### config.mk
export PLATFORM = sky130hd
export DESIGN_NAME = ee354_gcd_sweeper
export DESIGN_NICKNAME = d
export VERILOG_FILES = /design/src/rtl/ee354_gcd_pkg.sv /design/src/rtl/ee354_operand_stepper.sv /design/src/rtl/ee354_gcd_sweeper.sv
export SDC_FILE = /design/constraint.sdc
export NUM_CORES = 1
export LEC_CHECK = 0
export CAP_MARGIN = 20
export CORE_ASPECT_RATIO = 0.6
export CORE_MARGIN = 1.5
export CORE_UTILIZATION = 39
export DETAILED_ROUTE_END_ITERATION = 6
export GPL_ROUTABILITY_DRIVEN = 1
export PLACE_DENSITY_LB_ADDON = 0.05
export SYNTH_ARGS = -nofsm -noshare
export SYNTH_HDL_FRONTEND = slang
export SYNTH_SLANG_ARGS = --single-unit
### constraint.sdc
create_clock -name Clk -period 6.1 [get_ports Clk]
set_input_delay 1.83 -clock Clk [delete_from_list [all_inputs] [get_ports Clk]]
set_output_delay 1.83 -clock Clk [all_outputs]
set_load 0.02 [all_outputs]
### src/rtl/ee354_gcd_pkg.sv
// ee354_gcd_pkg: shared states, widths and helpers for the GCD sweeper
package ee354_gcd_pkg;
  localparam int RES_CLK_W = 16;
  localparam logic [RES_CLK_W-1:0] SAT = '1;
  typedef enum logic [8:0] {
    S_IDLE      = 9'h001,
    S_LOAD      = 9'h002,
    S_START     = 9'h004,
    S_WAIT_SUB  = 9'h008,
    S_WAIT_DONE = 9'h010,
    S_ACK       = 9'h020,
    S_NEXT      = 9'h040,
    S_FIN       = 9'h080,
    S_ERR       = 9'h100
  } state_e;
  function automatic logic [RES_CLK_W-1:0] sat_inc(input logic [RES_CLK_W-1:0] v);
    return (v == SAT) ? v : v + 1'b1;
  endfunction
endpackage

### src/rtl/ee354_operand_stepper.sv
// ee354_operand_stepper: nested Ain/Bin counter, Bin is the inner loop
module ee354_operand_stepper
  import ee354_gcd_pkg::*;
#(
  parameter int W     = 8,
  parameter int A_MIN = 2,
  parameter int A_MAX = 63,
  parameter int B_MIN = 2,
  parameter int B_MAX = 63
) (
  input  logic         clk,
  input  logic         rst,
  input  logic         en,
  input  logic         init,
  input  logic         step,
  output logic [W-1:0] a,
  output logic [W-1:0] b,
  output logic         last
);
  localparam logic [W-1:0] AMN = W'(A_MIN);
  localparam logic [W-1:0] AMX = W'(A_MAX);
  localparam logic [W-1:0] BMN = W'(B_MIN);
  localparam logic [W-1:0] BMX = W'(B_MAX);
  logic [W-1:0] a_q, a_d, b_q, b_d;
  logic         b_wrap;
  assign b_wrap = b_q == BMX;
  assign last   = a_q == AMX && b_wrap;
  always_comb begin
    a_d = a_q;
    b_d = b_q;
    if (init) begin
      a_d = AMN;
      b_d = BMN;
    end else if (step && !last) begin
      b_d = b_wrap ? BMN : b_q + 1'b1;
      a_d = b_wrap ? a_q + 1'b1 : a_q;
    end
  end
  always_ff @(posedge clk) begin
    if (rst) begin
      a_q <= AMN;
      b_q <= BMN;
    end else if (en) begin
      a_q <= a_d;
      b_q <= b_d;
    end
  end
  assign a = a_q;
  assign b = b_q;
endmodule

### src/rtl/ee354_gcd_sweeper.sv
// ee354_gcd_sweeper: sweeps (Ain,Bin) over a 2-D range, drives the GCD core Start/Ack
// handshake and reports each result with its Sub->Done clock count.
module ee354_gcd_sweeper
  import ee354_gcd_pkg::*;
#(
  parameter int W       = 8,
  parameter int A_MIN   = 2,
  parameter int A_MAX   = 63,
  parameter int B_MIN   = 2,
  parameter int B_MAX   = 63,
  parameter int TIMEOUT = 1023
) (
  input  logic                 Clk,
  input  logic                 Reset,
  input  logic                 CEN,
  input  logic                 Go,
  output logic                 Start,
  output logic                 Ack,
  output logic [W-1:0]         Ain,
  output logic [W-1:0]         Bin,
  input  logic                 q_Sub,
  input  logic                 q_Done,
  input  logic [W-1:0]         AB_GCD,
  output logic                 Res_Valid,
  output logic [W-1:0]         Res_A,
  output logic [W-1:0]         Res_B,
  output logic [W-1:0]         Res_GCD,
  output logic [RES_CLK_W-1:0] Res_Clks,
  output logic [15:0]          Pair_Count,
  output logic                 Sweep_Done,
  output logic                 Timeout_Err
);
  localparam int TW = $clog2(TIMEOUT + 1);
  state_e                 state_q, state_d;
  logic [TW-1:0]          tcnt_q, tcnt_d;
  logic [RES_CLK_W-1:0]   cnt_q, cnt_d, res_clks_q, res_clks_d;
  logic [W-1:0]           res_a_q, res_a_d, res_b_q, res_b_d, res_gcd_q, res_gcd_d;
  logic                   res_valid_q, res_valid_d;
  logic [15:0]            pair_q, pair_d;
  logic                   init, step, last;
  ee354_operand_stepper #(
    .W(W), .A_MIN(A_MIN), .A_MAX(A_MAX), .B_MIN(B_MIN), .B_MAX(B_MAX)
  ) u_stepper (
    .clk(Clk), .rst(Reset), .en(CEN), .init(init), .step(step), .a(Ain), .b(Bin), .last(last)
  );
  always_comb begin
    state_d     = state_q;
    tcnt_d      = tcnt_q;
    cnt_d       = cnt_q;
    res_clks_d  = res_clks_q;
    res_a_d     = res_a_q;
    res_b_d     = res_b_q;
    res_gcd_d   = res_gcd_q;
    res_valid_d = 1'b0;
    pair_d      = pair_q;
    init        = 1'b0;
    step        = 1'b0;
    case (state_q)
      S_IDLE, S_FIN: if (Go) begin
        state_d = S_LOAD;
        init    = 1'b1;
        pair_d  = '0;
      end
      S_LOAD: state_d = S_START;
      S_START: begin
        state_d = S_WAIT_SUB;
        tcnt_d  = '0;
      end
      S_WAIT_SUB, S_WAIT_DONE: begin
        tcnt_d = tcnt_q + 1'b1;
        cnt_d  = sat_inc(cnt_q);
        if (q_Done) begin
          state_d     = S_ACK;
          res_clks_d  = (state_q == S_WAIT_SUB) ? '0 : cnt_q;
          res_gcd_d   = AB_GCD;
          res_a_d     = Ain;
          res_b_d     = Bin;
          res_valid_d = 1'b1;
          pair_d      = pair_q + 1'b1;
        end else if (tcnt_q == TW'(TIMEOUT - 1)) begin
          state_d = S_ERR;
        end else if (state_q == S_WAIT_SUB && q_Sub) begin
          // the q_Sub cycle itself is the first counted clock
          state_d = S_WAIT_DONE;
          cnt_d   = RES_CLK_W'(1);
        end
      end
      S_ACK: state_d = S_NEXT;
      S_NEXT: begin
        state_d = last ? S_FIN : S_LOAD;
        step    = !last;
      end
      S_ERR: state_d = S_ERR;
      default: state_d = S_IDLE;
    endcase
  end
  always_ff @(posedge Clk) begin
    if (Reset) begin
      state_q     <= S_IDLE;
      tcnt_q      <= '0;
      cnt_q       <= '0;
      res_clks_q  <= '0;
      res_a_q     <= '0;
      res_b_q     <= '0;
      res_gcd_q   <= '0;
      res_valid_q <= 1'b0;
      pair_q      <= '0;
    end else if (CEN) begin
      state_q     <= state_d;
      tcnt_q      <= tcnt_d;
      cnt_q       <= cnt_d;
      res_clks_q  <= res_clks_d;
      res_a_q     <= res_a_d;
      res_b_q     <= res_b_d;
      res_gcd_q   <= res_gcd_d;
      res_valid_q <= res_valid_d;
      pair_q      <= pair_d;
    end
  end
  assign Start       = state_q == S_START;
  assign Ack         = state_q == S_ACK;
  assign Sweep_Done  = state_q == S_FIN;
  assign Timeout_Err = state_q == S_ERR;
  assign Res_Valid   = res_valid_q;
  assign Res_A       = res_a_q;
  assign Res_B       = res_b_q;
  assign Res_GCD     = res_gcd_q;
  assign Res_Clks    = res_clks_q;
  assign Pair_Count  = pair_q;
endmodule

Word-level counts from Yosys, hierarchy flattened
Cells that the tools add are included.
{"block": "word_totals", "register_bits": 108, "inputBits": 14, "out_inout_bits": 77, "word_cells": 75}
{"block": "op_classes", "add_sub_neg": 5, "n_eq_ne": 16, "muxes": 26, "reduce_logical": 17}
{"cell": "$mux W16", "n": 7}
{"cell": "$pmux W9 S7", "n": 1}
{"cell": "$mux W8", "n": 7}
{"cell": "$mux W9", "n": 4}
{"cell": "$add A16 B1 Y16 const B", "n": 2}
{"cell": "$pmux W16 S2", "n": 1}
{"cell": "$pmux W10 S2", "n": 1}
{"cell": "$add A8 B1 Y8 const B", "n": 2}
{"cell": "$eq A16 B16 Y1 const B", "n": 1}
{"cell": "$eq A8 B6 Y1 const B", "n": 2}
{"cell": "$add A10 B1 Y10 const B", "n": 1}
{"cell": "$eq A10 B10 Y1 const B", "n": 1}
{"cell": "$eq A9 B1 Y1 const B", "n": 1}
{"cell": "$eq A9 B2 Y1 const B", "n": 1}
{"cell": "$eq A9 B3 Y1 const B", "n": 1}
{"cell": "$eq A9 B4 Y1 const B", "n": 1}
{"cell": "$eq A9 B5 Y1 const B", "n": 1}
{"cell": "$eq A9 B6 Y1 const B", "n": 1}
{"cell": "$eq A9 B7 Y1 const B", "n": 1}
{"cell": "$eq A9 B8 Y1 const B", "n": 1}
{"cell": "$eq A9 B9 Y1 const B", "n": 1}
{"cell": "$reduce_and A3 Y1", "n": 3}
{"cell": "$reduce_bool A2 Y1", "n": 4}
{"cell": "$reduce_and A2 Y1", "n": 3}
{"cell": "other kinds (7)", "n": 15}

Longest topological paths before layout
{"block": "logic_depth", "ltp_word": 7, "depth_mapped": 8, "ltp_nobuf": 7}

Modules after synthesis
From an unflattened synthesis, not the netlist that was laid out.
{"block": "unflattened", "cells_unflattened": 659, "hier_area_um2": 5261.3}
{"module": "ee354_gcd_sweeper", "instances": 1, "cells_per_inst": 545, "area_each_um2": 4319.1, "seq_area_each_um2": 1841.8}
{"module": "ee354_operand_stepper", "instances": 1, "cells_per_inst": 114, "area_each_um2": 942.2, "seq_area_each_um2": 320.3}

Worst setup path before layout
Ideal clock, no wire load.
{"block": "synth_path", "path_kind": "reg2out", "startpoint": "reg state_q[6]", "endpoint": "out Timeout_Err", "arrival_ns": 1.749, "t_required_ns": 4.270, "setup_slack_ns": 2.521, "stages_incl_launch_ff": 5, "n_path_buf": 1, "path_cell_list": "dfxtp_1 clkbuf_1 nor3_1 nand2_1 nor4b_1"}
{"block": "synth_between", "elab_chain_cells": 1}
{"item": "start, declared", "line": "ee354_gcd_sweeper.sv:34", "text": "state_e state_q, state_d;"}
{"item": "start signal, assigned", "line": "ee354_gcd_sweeper.sv:109", "text": "state_q <= state_d;"}
{"item": "$eq A9 B9 Y1", "line": "ee354_gcd_sweeper.sv:123", "text": "assign Timeout_Err = state_q == S_ERR;"}
{"item": "end, declared", "line": "ee354_gcd_sweeper.sv:31", "text": "output logic Timeout_Err"}
Every way passes these cells.

Worst setup path in the final report
Same ends and word-level chain as after synthesis.

==> summary.txt <==
Die
  • Die H: around 93 µm
  • Starting Density: 40.3%
  • Die span in x: 152 µm
  • Num rows: 32
  • Die area: 14100 µm²
  • Core Box Area: 12900 µm²
  • Ports: about 90

Synth
  • Sequential share of the synthesized area: 41.5%
  • Post-synth EDFFs: 0
  • Mean Syn Cell Area: a little over 8 µm²
  • Commonest cells post-synth: dfxtp_1 (108), nand2_1 (102), a21oi_1 (78), nand3_1 (44), nor2_1 (32)
  • Ys flop type: dfxtp_1
  • Post-synth cell types: 58
  • Post-synth ARST share: 0%
  • Yosys warns: 0
  • Ranking of synthesized cells by area: dfxtp_1 (42%), a21oi_1 (7.5%), nand2_1 (7.4%), nand3_1 (4.2%), nor2_1 (2.3%)
  • Share of Yosys cell area claimed by the top area cell type: 41.5%
  • Synth area leader: dfxtp_1
  • Count leader, synth: dfxtp_1
  • Post-synth net total: ~660
  • Synth Register Bits: approximately 110
  • Post-Syn Area: about 5200 µm²
  • Synth Instances: 641

Routing
  • Vias/cell: 5.65
  • Post-DRT Antenna Nets: 0
  • Drt pass-1 iters: 4
  • Routed WL: 13900 µm
  • Vias: 4979
  • Routed WL per cell: 15.7 µm
  • Iter 0 DRT Violations: between 300 and 400
  • Drt drc: 0

Clocking
  • H-Tree Depth: 3
  • CTS Root Buffer Type: clkbuf_16
  • Worst-case clock buffer depth: 2
  • Inserted Clock Buffers: 9
  • Post-CTS setup buffers: 0
  • Hold_buf cts: 0
  • Clk sinks: between 100 and 150
  • Post-cts resize count: 0
  • CTS tree: done
  • Worst-skew pair later-pin latency: about 0.36 ns
  • Worst-path clk slew: 0.08 ns

Worst setup path
  • Crit Path Max Fanout: 9
  • Worst-path cell chain: nor3_1 -> nand2_1 -> nor4b_1 -> clkdlybuf4s50_1
  • CP endpoint kind: primary output
  • Slowest cell on crit path: clkdlybuf4s50_1
  • Worst Path Required: 4.27 ns
  • Critical setup path kind: reg -> out
  • Largest stage delay on the critical path: 0.70 ns
  • CP Launch Type: flip-flop
  • Setup crit start: state_q[6]
  • Crit path DAT: between 2 and 3 ns
  • RR Startpoint: state_q[4]

Timing
  • Final hold viol count: 0
  • Worst slew pin tran: just under 0.8 ns
  • Fin crit share: between 70% and 80%
  • Setup_tns: 0 ns
  • RSZ-0062 raised after global routing: no
  • Relative max-transition margin: 48.2%
  • Skew final: 0.0109 ns
  • Max Slew Vio Count: 0
  • Max Fclk: 231 MHz
  • Tmin final: 4.33 ns
  • # setup viols final: 0

GRT
  • M3 GR Usage: 4.68%
  • GRT overflow: 0
  • Largest net degree at the start of global routing: 69
  • First-pass GRT wire length: approximately 23000 µm
  • Initial antenna violation count: 0
  • Total track usage: 20.1%
  • GR Util met2: roughly 28%
  • Most Crowded Layer GR: met1
  • Global routing usage on met1: a little under a third
  • Vias in the first global route: 4507

Cells and area
  • Share of cells above drive strength 1: 5.34%
  • Nets@finish: 727
  • Area Growth Syn to Fin: 24.5%
  • Antenna cells: 0
  • Post-Route Utilization: around half
  • Post-Layout Cell Count: 882

Power
  • PwrDens: 213 nW/µm²
  • Leakage: 2.03 nW
  • Maximum vdd drop: ~0.13 mV

Placement
  • Routability Congestion: between 0.8 and 0.9
  • Dpl hpwl: ~9600 µm
  • Cells after DPL: 864
  • PortBufs: 90

Job
  • Max Cap Viol: 0

Outcome
  • Outcome: complete, no violations

Min path
  • Min-delay worst type: reg -> reg
  • Hold path start: Res_GCD[4]
## layer usage
layer	up-vias	routed length (µm)
met5	-	0
met4	0	137
met3	12	691
met2	140	5670
met1	2334	7400
li1	2493	-
## layout make-up
| cell class | count | area (µm²) |
|---|---|---|
| fill | 1255 | 6450 |
| multi-input combinational | 480 | 2820 |
| sequential | 108 | 2160 |
| timing repair buffer | 97 | 950 |
| clock buffer | 9 | 225 |
| tap | 170 | 213 |
| clock inverter | 7 | 77.6 |
| inverter | 11 | 41.3 |
## metrics by stage
step	worst slack [ns]	total power [W]	hold WS, ns	cell area [µm²]
global placement	1.72	0.000810	0.436	6170
global route	1.59	0.00145	0.474	6490
CTS	1.77	0.00140	0.455	6470
finish	1.77	0.00138	0.453	6490
floorplan	2.52	0.000788	0.457	5210
detailed placement	1.57	0.000812	0.445	6170
## flip-flops by register name (all words and copies together) (netlist names), 9 cells and up
signal	cells
cnt_q	16
Res_Clks	16
Pair_Count	16
state_q	9
tcnt_q	10
## logic make-up after synthesis
group,Yosys count,synth area share (%)
AO/OA/AOI/OAI,152,18.3
XOR/XNOR,15,2.52
adder cells (fa/ha/maj),6,1.44
buffers and inverters,53,4.44
flip-flops,108,41.5
multiplexers,8,1.56
AND/OR/NAND/NOR,299,30.2
## path summary, 6_finish.rpt
check	end	slack (ns)	depth (start not counted)
max	Timeout_Err	1.77	4
min	Res_GCD[4]	0.45	2
min reg2reg	Res_GCD[4]	0.45	2
max reg2reg	u_stepper.b[7]	3.37	5
## layout by cell type, fill, tap and decap left out, drive strengths merged, types with 6 or more instances in the layout
cell type and n:
inv 14, ha 6, xnor2 11, mux2i 7
o2111ai 6, nand2 102, a211oi 9, o31ai 11
or3 8, dfxtp 108, clkbuf 10, nand3 44
nor4 9, nand2b 8, a31oi 7, a21oi 78
nor3 19, nand4 18, o21ai 21, clkdlybuf4s50 89
nor2 32, or4 17, and4 7, buf 7
and3 9
## power by group
group	leakage, nW	switching, W	internal (W)
logic	1.02	0.0000524	0.0000296
registers	0.870	0.00000818	0.000707
clock network	0.144	0.000296	0.000291
total	2.03	0.000357	0.00103
## critical path, delay by kind of cell (launching register included)
family	cells	cell delay (ns)
buffers and inverters	1	0.70
AND/OR/NAND/NOR	3	1.04
flip-flops	1	0.41
Note: power is estimated with default switching activity, not from simulation.
